File: config.mk
export PLATFORM = sky130hd
export DESIGN_NAME = mc_controller_hs
export DESIGN_NICKNAME = d
export VERILOG_FILES = /design/src/rtl/mc_pkg.sv /design/src/rtl/mc_cond_unit.sv /design/src/rtl/mc_controller_hs.sv
export SDC_FILE = /design/constraint.sdc
export NUM_CORES = 1
export LEC_CHECK = 0
export CORE_ASPECT_RATIO = 1.1
export CORE_UTILIZATION = 57
export DETAILED_ROUTE_END_ITERATION = 10
export DONT_BUFFER_PORTS = 1
export PLACE_DENSITY = 0.76
export SLEW_MARGIN = 20
export SYNTH_ARGS = -nofsm -noshare
export SYNTH_HDL_FRONTEND = slang
export SYNTH_SLANG_ARGS = --single-unit
File: constraint.sdc
create_clock -name clk -period 3.52 [get_ports clk]
set_clock_uncertainty 0.05 [all_clocks]
set_input_delay 0.352 -clock clk [delete_from_list [all_inputs] [get_ports clk]]
set_output_delay 0.352 -clock clk [all_outputs]
set_load 0.03 [all_outputs]
File: src/rtl/mc_pkg.sv
// Shared encodings for the handshaking multicycle ARM controller: FSM state
// codes, ALU operations, datapath mux selects, opcode and condition fields.
package mc_pkg;

  typedef enum logic [3:0] {
    ST_FETCH    = 4'd0,
    ST_DECODE   = 4'd1,
    ST_MEMADR   = 4'd2,
    ST_MEMREAD  = 4'd3,
    ST_MEMWB    = 4'd4,
    ST_MEMWRITE = 4'd5,
    ST_EXECUTER = 4'd6,
    ST_EXECUTEI = 4'd7,
    ST_ALUWB    = 4'd8,
    ST_BRANCH   = 4'd9
  } mc_state_e;

  // ALU operations (only the low three bits of ALUControl are meaningful)
  localparam logic [2:0] ALU_ADD = 3'd0;
  localparam logic [2:0] ALU_SUB = 3'd1;
  localparam logic [2:0] ALU_AND = 3'd2;
  localparam logic [2:0] ALU_ORR = 3'd3;
  localparam logic [2:0] ALU_EOR = 3'd4;

  // ALUSrcA selects
  localparam logic [1:0] SRCA_AREG = 2'b00;
  localparam logic [1:0] SRCA_PC   = 2'b01;

  // ALUSrcB selects
  localparam logic [1:0] SRCB_WDATA  = 2'b00;
  localparam logic [1:0] SRCB_EXTIMM = 2'b01;
  localparam logic [1:0] SRCB_FOUR   = 2'b10;

  // ResultSrc selects
  localparam logic [1:0] RES_ALUOUT    = 2'b00;
  localparam logic [1:0] RES_DATA      = 2'b01;
  localparam logic [1:0] RES_ALURESULT = 2'b10;

  // Op field values
  localparam logic [1:0] OP_DP   = 2'b00;
  localparam logic [1:0] OP_MEM  = 2'b01;
  localparam logic [1:0] OP_BR   = 2'b10;
  localparam logic [1:0] OP_RSVD = 2'b11;

  // Condition codes
  localparam logic [3:0] COND_EQ = 4'b0000;
  localparam logic [3:0] COND_NE = 4'b0001;
  localparam logic [3:0] COND_CS = 4'b0010;
  localparam logic [3:0] COND_CC = 4'b0011;
  localparam logic [3:0] COND_MI = 4'b0100;
  localparam logic [3:0] COND_PL = 4'b0101;
  localparam logic [3:0] COND_VS = 4'b0110;
  localparam logic [3:0] COND_VC = 4'b0111;
  localparam logic [3:0] COND_HI = 4'b1000;
  localparam logic [3:0] COND_LS = 4'b1001;
  localparam logic [3:0] COND_GE = 4'b1010;
  localparam logic [3:0] COND_LT = 4'b1011;
  localparam logic [3:0] COND_GT = 4'b1100;
  localparam logic [3:0] COND_LE = 4'b1101;
  localparam logic [3:0] COND_AL = 4'b1110;
  localparam logic [3:0] COND_NV = 4'b1111;

  // Evaluate an ARM condition against {N,Z,C,V}; the 1111 encoding never passes.
  function automatic logic cond_check(input logic [3:0] cond, input logic [3:0] flags);
    logic n_s, z_s, c_s, v_s, ok_s;
    {n_s, z_s, c_s, v_s} = flags;
    case (cond)
      COND_EQ: ok_s = z_s;
      COND_NE: ok_s = ~z_s;
      COND_CS: ok_s = c_s;
      COND_CC: ok_s = ~c_s;
      COND_MI: ok_s = n_s;
      COND_PL: ok_s = ~n_s;
      COND_VS: ok_s = v_s;
      COND_VC: ok_s = ~v_s;
      COND_HI: ok_s = c_s & ~z_s;
      COND_LS: ok_s = ~c_s | z_s;
      COND_GE: ok_s = (n_s == v_s);
      COND_LT: ok_s = (n_s != v_s);
      COND_GT: ok_s = ~z_s & (n_s == v_s);
      COND_LE: ok_s = z_s | (n_s != v_s);
      COND_AL: ok_s = 1'b1;
      default: ok_s = 1'b0;
    endcase
    return ok_s;
  endfunction

endpackage

File: src/rtl/mc_cond_unit.sv
// Conditional-execution unit: holds the architectural NZCV flags and the
// per-instruction condition result sampled in DECODE.
module mc_cond_unit
  import mc_pkg::*;
(
  input  logic       clk,
  input  logic       rst_n,
  input  logic [3:0] cond,
  input  logic [3:0] alu_flags,
  input  logic [1:0] flag_w,
  input  logic       latch_en,
  input  logic       update_en,
  output logic       condex_q
);

  logic [3:0] flags_r;
  logic       condex_r;

  // Sample the condition in DECODE; capture N,Z and C,V separately after a passing ALU op.
  always_ff @(posedge clk or negedge rst_n) begin
    if (!rst_n) begin
      flags_r  <= 4'b0000;
      condex_r <= 1'b0;
    end else begin
      if (latch_en) begin
        condex_r <= cond_check(cond, flags_r);
      end
      if (update_en && condex_r) begin
        if (flag_w[1]) begin
          flags_r[3:2] <= alu_flags[3:2];
        end
        if (flag_w[0]) begin
          flags_r[1:0] <= alu_flags[1:0];
        end
      end
    end
  end

  assign condex_q = condex_r;

endmodule

File: src/rtl/mc_controller_hs.sv
// Multicycle ARM controller with memory-ready handshake, compare-only
// instructions, illegal-encoding detection and a visible state code.
module mc_controller_hs
  import mc_pkg::*;
#(
  parameter int ALUCTRL_W     = 3,
  parameter int MEM_HANDSHAKE = 1
) (
  input  logic                 clk,
  input  logic                 reset,
  input  logic [19:0]          Instr,
  input  logic [3:0]           ALUFlags,
  input  logic                 MemReady,
  output logic                 PCWrite,
  output logic                 MemWrite,
  output logic                 RegWrite,
  output logic                 IRWrite,
  output logic                 AdrSrc,
  output logic [1:0]           RegSrc,
  output logic [1:0]           ALUSrcA,
  output logic [1:0]           ALUSrcB,
  output logic [1:0]           ResultSrc,
  output logic [1:0]           ImmSrc,
  output logic [ALUCTRL_W-1:0] ALUControl,
  output logic                 IllegalInstr,
  output logic [3:0]           State
);

  mc_state_e state_r;

  logic [3:0] cond_s;
  logic [1:0] op_s;
  logic [5:0] funct_s;
  logic [3:0] cmd_s;
  logic       s_bit_s;
  logic [3:0] rd_s;
  logic       unused_rn_s;
  logic       mem_ready_s;

  logic [2:0] alu_op_s;
  logic       arith_s;
  logic       no_write_s;
  logic       dp_legal_s;
  logic       illegal_s;
  logic [1:0] flag_w_s;

  logic       next_pc_s;
  logic       branch_s;
  logic       reg_w_s;
  logic       mem_w_s;
  logic       ir_write_s;
  logic       illegal_pulse_s;
  logic       adr_src_s;
  logic [1:0] alu_src_a_s;
  logic [1:0] alu_src_b_s;
  logic [1:0] result_src_s;
  logic [2:0] alu_sel_s;
  logic       pcs_s;
  logic       condex_s;

  assign cond_s      = Instr[19:16];
  assign op_s        = Instr[15:14];
  assign funct_s     = Instr[13:8];
  assign cmd_s       = funct_s[4:1];
  assign s_bit_s     = funct_s[0];
  assign rd_s        = Instr[3:0];
  assign unused_rn_s = ^Instr[7:4];

  // Without the handshake every memory access completes in one cycle.
  assign mem_ready_s = (MEM_HANDSHAKE != 0) ? MemReady : 1'b1;

  // ALU decoder: op, flag classes and legality of the data-processing command.
  always_comb begin
    alu_op_s   = ALU_ADD;
    arith_s    = 1'b0;
    no_write_s = 1'b0;
    dp_legal_s = 1'b1;
    case (cmd_s)
      4'b0100: begin alu_op_s = ALU_ADD; arith_s = 1'b1; end
      4'b0010: begin alu_op_s = ALU_SUB; arith_s = 1'b1; end
      4'b0000: alu_op_s = ALU_AND;
      4'b1100: alu_op_s = ALU_ORR;
      4'b0001: alu_op_s = ALU_EOR;
      // Compares only make sense when they set flags
      4'b1010: begin alu_op_s = ALU_SUB; arith_s = 1'b1; no_write_s = 1'b1; dp_legal_s = s_bit_s; end
      4'b1011: begin alu_op_s = ALU_ADD; arith_s = 1'b1; no_write_s = 1'b1; dp_legal_s = s_bit_s; end
      4'b1000: begin alu_op_s = ALU_AND; no_write_s = 1'b1; dp_legal_s = s_bit_s; end
      default: dp_legal_s = 1'b0;
    endcase
  end

  assign illegal_s = (op_s == OP_RSVD) | ((op_s == OP_DP) & ~dp_legal_s);
  assign flag_w_s  = {s_bit_s, s_bit_s & arith_s};

  // State register and transitions, including the memory wait states.
  always_ff @(posedge clk or negedge reset) begin
    if (!reset) begin
      state_r <= ST_FETCH;
    end else begin
      case (state_r)
        ST_FETCH:    state_r <= mem_ready_s ? ST_DECODE : ST_FETCH;
        ST_DECODE: begin
          case (op_s)
            OP_MEM:  state_r <= ST_MEMADR;
            OP_BR:   state_r <= ST_BRANCH;
            OP_DP:   state_r <= illegal_s ? ST_FETCH :
                                (funct_s[5] ? ST_EXECUTEI : ST_EXECUTER);
            default: state_r <= ST_FETCH;
          endcase
        end
        ST_MEMADR:   state_r <= funct_s[0] ? ST_MEMREAD : ST_MEMWRITE;
        ST_MEMREAD:  state_r <= mem_ready_s ? ST_MEMWB : ST_MEMREAD;
        ST_MEMWB:    state_r <= ST_FETCH;
        ST_MEMWRITE: state_r <= mem_ready_s ? ST_FETCH : ST_MEMWRITE;
        ST_EXECUTER: state_r <= no_write_s ? ST_FETCH : ST_ALUWB;
        ST_EXECUTEI: state_r <= no_write_s ? ST_FETCH : ST_ALUWB;
        ST_ALUWB:    state_r <= ST_FETCH;
        ST_BRANCH:   state_r <= ST_FETCH;
        default:     state_r <= ST_FETCH;
      endcase
    end
  end

  // Per-state datapath controls; write intents are qualified further below.
  always_comb begin
    next_pc_s       = 1'b0;
    branch_s        = 1'b0;
    reg_w_s         = 1'b0;
    mem_w_s         = 1'b0;
    ir_write_s      = 1'b0;
    illegal_pulse_s = 1'b0;
    adr_src_s       = 1'b0;
    alu_src_a_s     = SRCA_AREG;
    alu_src_b_s     = SRCB_WDATA;
    result_src_s    = RES_ALUOUT;
    alu_sel_s       = ALU_ADD;
    case (state_r)
      ST_FETCH: begin
        alu_src_a_s  = SRCA_PC;
        alu_src_b_s  = SRCB_FOUR;
        result_src_s = RES_ALURESULT;
        ir_write_s   = mem_ready_s;
        next_pc_s    = mem_ready_s;
      end
      ST_DECODE: begin
        alu_src_a_s     = SRCA_PC;
        alu_src_b_s     = SRCB_FOUR;
        result_src_s    = RES_ALURESULT;
        illegal_pulse_s = illegal_s;
      end
      ST_MEMADR: begin
        alu_src_b_s = SRCB_EXTIMM;
      end
      ST_MEMREAD: begin
        adr_src_s = 1'b1;
      end
      ST_MEMWB: begin
        result_src_s = RES_DATA;
        reg_w_s      = 1'b1;
      end
      ST_MEMWRITE: begin
        adr_src_s = 1'b1;
        mem_w_s   = 1'b1;
      end
      ST_EXECUTER: begin
        alu_sel_s = alu_op_s;
      end
      ST_EXECUTEI: begin
        alu_src_b_s = SRCB_EXTIMM;
        alu_sel_s   = alu_op_s;
      end
      ST_ALUWB: begin
        result_src_s = RES_ALUOUT;
        reg_w_s      = 1'b1;
      end
      ST_BRANCH: begin
        alu_src_b_s  = SRCB_EXTIMM;
        result_src_s = RES_ALURESULT;
        branch_s     = 1'b1;
      end
      default: begin
        next_pc_s = 1'b0;
      end
    endcase
  end

  mc_cond_unit u_cond (
    .clk       (clk),
    .rst_n     (reset),
    .cond      (cond_s),
    .alu_flags (ALUFlags),
    .flag_w    (flag_w_s),
    .latch_en  (state_r == ST_DECODE),
    .update_en ((state_r == ST_EXECUTER) || (state_r == ST_EXECUTEI)),
    .condex_q  (condex_s)
  );

  // A register write to R15 is a PC write as well.
  assign pcs_s = branch_s | (reg_w_s & (rd_s == 4'hF));

  // Enables are held low for as long as reset is asserted.
  assign PCWrite      = reset & (next_pc_s | (pcs_s & condex_s));
  assign RegWrite     = reset & reg_w_s & condex_s;
  assign MemWrite     = reset & mem_w_s & condex_s & (state_r == ST_MEMWRITE);
  assign IRWrite      = reset & ir_write_s;
  assign IllegalInstr = reset & illegal_pulse_s;

  assign AdrSrc     = adr_src_s;
  assign RegSrc     = {op_s == OP_MEM, op_s == OP_BR};
  assign ALUSrcA    = alu_src_a_s;
  assign ALUSrcB    = alu_src_b_s;
  assign ResultSrc  = result_src_s;
  assign ImmSrc     = op_s;
  assign ALUControl = ALUCTRL_W'(alu_sel_s);
  assign State      = state_r;

endmodule

==> impl_metrics.yaml <==
cells_and_area:
  drive_gt1_frac: 0.116
  design_area_mm2: 0.00104
  layout.nets: 157
  fin_util: 0.644
  diodes: 0
  syn2layout_area_growth_pct: 2.72
  final_cells: 146
pwr:
  p_int_uw: 332
  power-per-cell-area_mw_per_mm2: 720
  pwr-share-seq: 0.371
  vdd_drop_max_uv: 416
  switching_share: 0.557
  leakage_nw: 0.388
  p_switching_uw: 417
  clkPwrFrac: 0.106
  comb_power_share: 0.523
sta:
  rsz0062_at_grt: "false"
  hold_viol_final: 0
  slew_viol_final: 0
  setup_violations: 0
  maxSlewHeadroom: 0.347
  totalNegativeSetupSlack_ps: 0
  period_share: 0.756
  fin_crit_ps: 2660
  worst-slew-pin-transition_ps: 971
  max_freq_ghz: 0.376
floorplan:
  dieArea_mm2: 0.00195
  core_mm2: 0.00161
  ios: 50
  num_rows: 15
  die_w_um: 42.2
  start_util: 0.627
  fp.dieH_um: 46.2
worst_setup_path:
  worst_ep_arrival_time_ps: 2260
  crit_path_max_fanout: 18
  required_ps: 3120
  endpoint_kind: "output pin"
  path_class: "register to output pin"
  cp-start-kind: "register"
place:
  placedCellCount: 141
  port_buffers: 0
  routabilityCongestion: 0.819
  hpwlAfterDp_um: 1750
  placed_area_mm2: 0.00100
cts:
  max-clock-path-buffers: 2
  cts.clk_slew.worst_paths_ps: 60
  postCtsSetupBuffers: 0
  cts_tree: "built"
  cts_buffers: 3
  root_buffer: "clkbuf_4"
  htree_levels: 1
  cts_sinks: 9
  clock_latency_ps: 260
yosys:
  synth.avg_cell_area_um2: 7.79
  async_reset_ff_frac: 1.00
  netlist.area_leader.share: 0.222
  yosys.area.top_type: "dfrtp_1"
  ys_ff_latch: 9
  yosysSeqAreaShare: 0.222
  synth_edf_count: 0
  synth_cell_types: 46
  synth_warnings: 0
  postSynthCellCount: 130
  ys_top_cells_by_area: "dfrtp_1, nand2b_1, mux2_2"
  syn_area_mm2: 0.00101
  synth_ff_type: "dfrtp_1"
  synthesis.nets: 157
global_route:
  grt_max_degree: 19
  gr-usage-all-layers: 0.233
  grt_remaining_overflow: 0
  grt_pass1_vias: 773
  antenna_found_initial: 0
  grt_pass1_wl_um: 3450
detailed_routing:
  wl_per_cell_um: 16.3
  via_per_inst: 6.71
  dr.pass1.iters: 4
  wirelength_um: 2380
  num_vias: 980
  antenna_left: 0
  drtIter0Drc: 19
  drc_errors: 0
job:
  drv_cap: 0
status:
  status: "finished clean"
worst_hold_path:
  hold_path_class: "input port to register"
## final timing paths
| check | depth (start not counted) | from | endpoint | slack, ps |
|---|---|---|---|---|
| setup / recovery | 2 | State[1] | ALUControl[0] | 860 |
| hold / removal | 1 | Instr[15] | State[2] | 150 |
| setup reg to reg | 3 | State[1] | u_cond.flags_r[1] | 1420 |
| hold reg to reg | 1 | u_cond.flags_r[1] | u_cond.flags_r[1] | 540 |
| max in group asynchronous | 1 | reset | State[3] | 2720 |
| min in group asynchronous | 1 | reset | u_cond.condex_q | 410 |
## metal layers
layer | track usage | part of all wire
met1 | 0.257 | 0.41
met4 | 0.0375 | 0
met3 | 0.0941 | 0.071
met5 | 0 | 0
met2 | 0.434 | 0.52
## power groups by stage
| stage | Clock, mW | Sequential, mW | Combinational, mW |
|---|---|---|---|
| 2_1_floorplan | 0 | 0.221 | 0.398 |
| 3_3_place_gp | 0 | 0.273 | 0.377 |
| 3_5_place_dp | 0 | 0.280 | 0.387 |
| 4_1_cts | 0.0817 | 0.277 | 0.391 |
| 5_1_grt | 0.0873 | 0.291 | 0.421 |
| 6_report | 0.0792 | 0.278 | 0.392 |
## cells in the mapped netlist (all sizes together), types with 4 or more instances
cell    instances
dfrtp           9
nand2          10
mux2            4
nand2b          8
buf             5
nand3           5
nor2            7
a21oi           5
clkbuf          5
o21ai           6
nor3b           4
nor3            7
nand3b          4
inv             5
nor4            4
nor2b           5
## metrics by stage
stage | total power [mW] | hold slack, ps | setup WS [ps]
floorplan | 0.618 | 6.41 | 815
global placement | 0.651 | 6.63 | 1180
detailed placement | 0.667 | 6.64 | 1140
CTS | 0.750 | 143 | 862
global route | 0.799 | 134 | 683
finish | 0.749 | 152 | 857
## layout make-up
type / instances / area (um2)
Multi-Input combinational cell: 106 / 708
Clock buffer: 4 / 26.3
Tap cell: 17 / 21.3
Inverter: 5 / 18.8
Timing Repair Buffer: 5 / 40.0
Sequential cell: 9 / 225
Fill cell: 147 / 574
## flip-flops by register name, indices dropped and copies added, names as in the netlist
signal	flops
u_cond.condex_q	1
u_cond.flags_r	4
State	4
## cells in the final DEF, fill, tap and decap left out, types with 2 or more instances in the layout
cell      instances
nand2_1          10
dfrtp_1           9
nand2b_1          8
nor3_1            7
nor2_1            7
o21ai_0           6
inv_1             5
nor2b_1           5
nand3_1           5
a21oi_1           5
nand3b_1          4
nor3b_1           4
nor4_1            4
mux2_2            4
buf_4             4
a31oi_1           3
xnor2_1           3
clkbuf_4          3
or4b_1            2
o32ai_1           2
o211ai_1          2
mux2i_1           2
a311o_1           2
o31a_1            2
## worst max-delay path: stages (launching register included)
cell and delay [ps]:
dfrtp_1 830, nand3b_1 360, nor3_1 800
## repair_timing
| action | in CTS | in global routing |
|---|---|---|
| hold buffers | 1 | 0 |
| hold endpoints to repair | 9 | 0 |
| resized for setup | 0 | 0 |
## kinds of logic (layout without fill, tap and decap cells)
kind of cell,count (synthesis),in the layout,synth area share
XOR/XNOR,4,4,0.0346
AND/OR/NAND/NOR,62,62,0.355
buffers and inverters,15,14,0.0779
AO/OA/AOI/OAI,33,33,0.242
multiplexers,6,6,0.0643
flip-flops,9,9,0.223
other,1,1,0.00370
(Power assumes the default switching activity.)
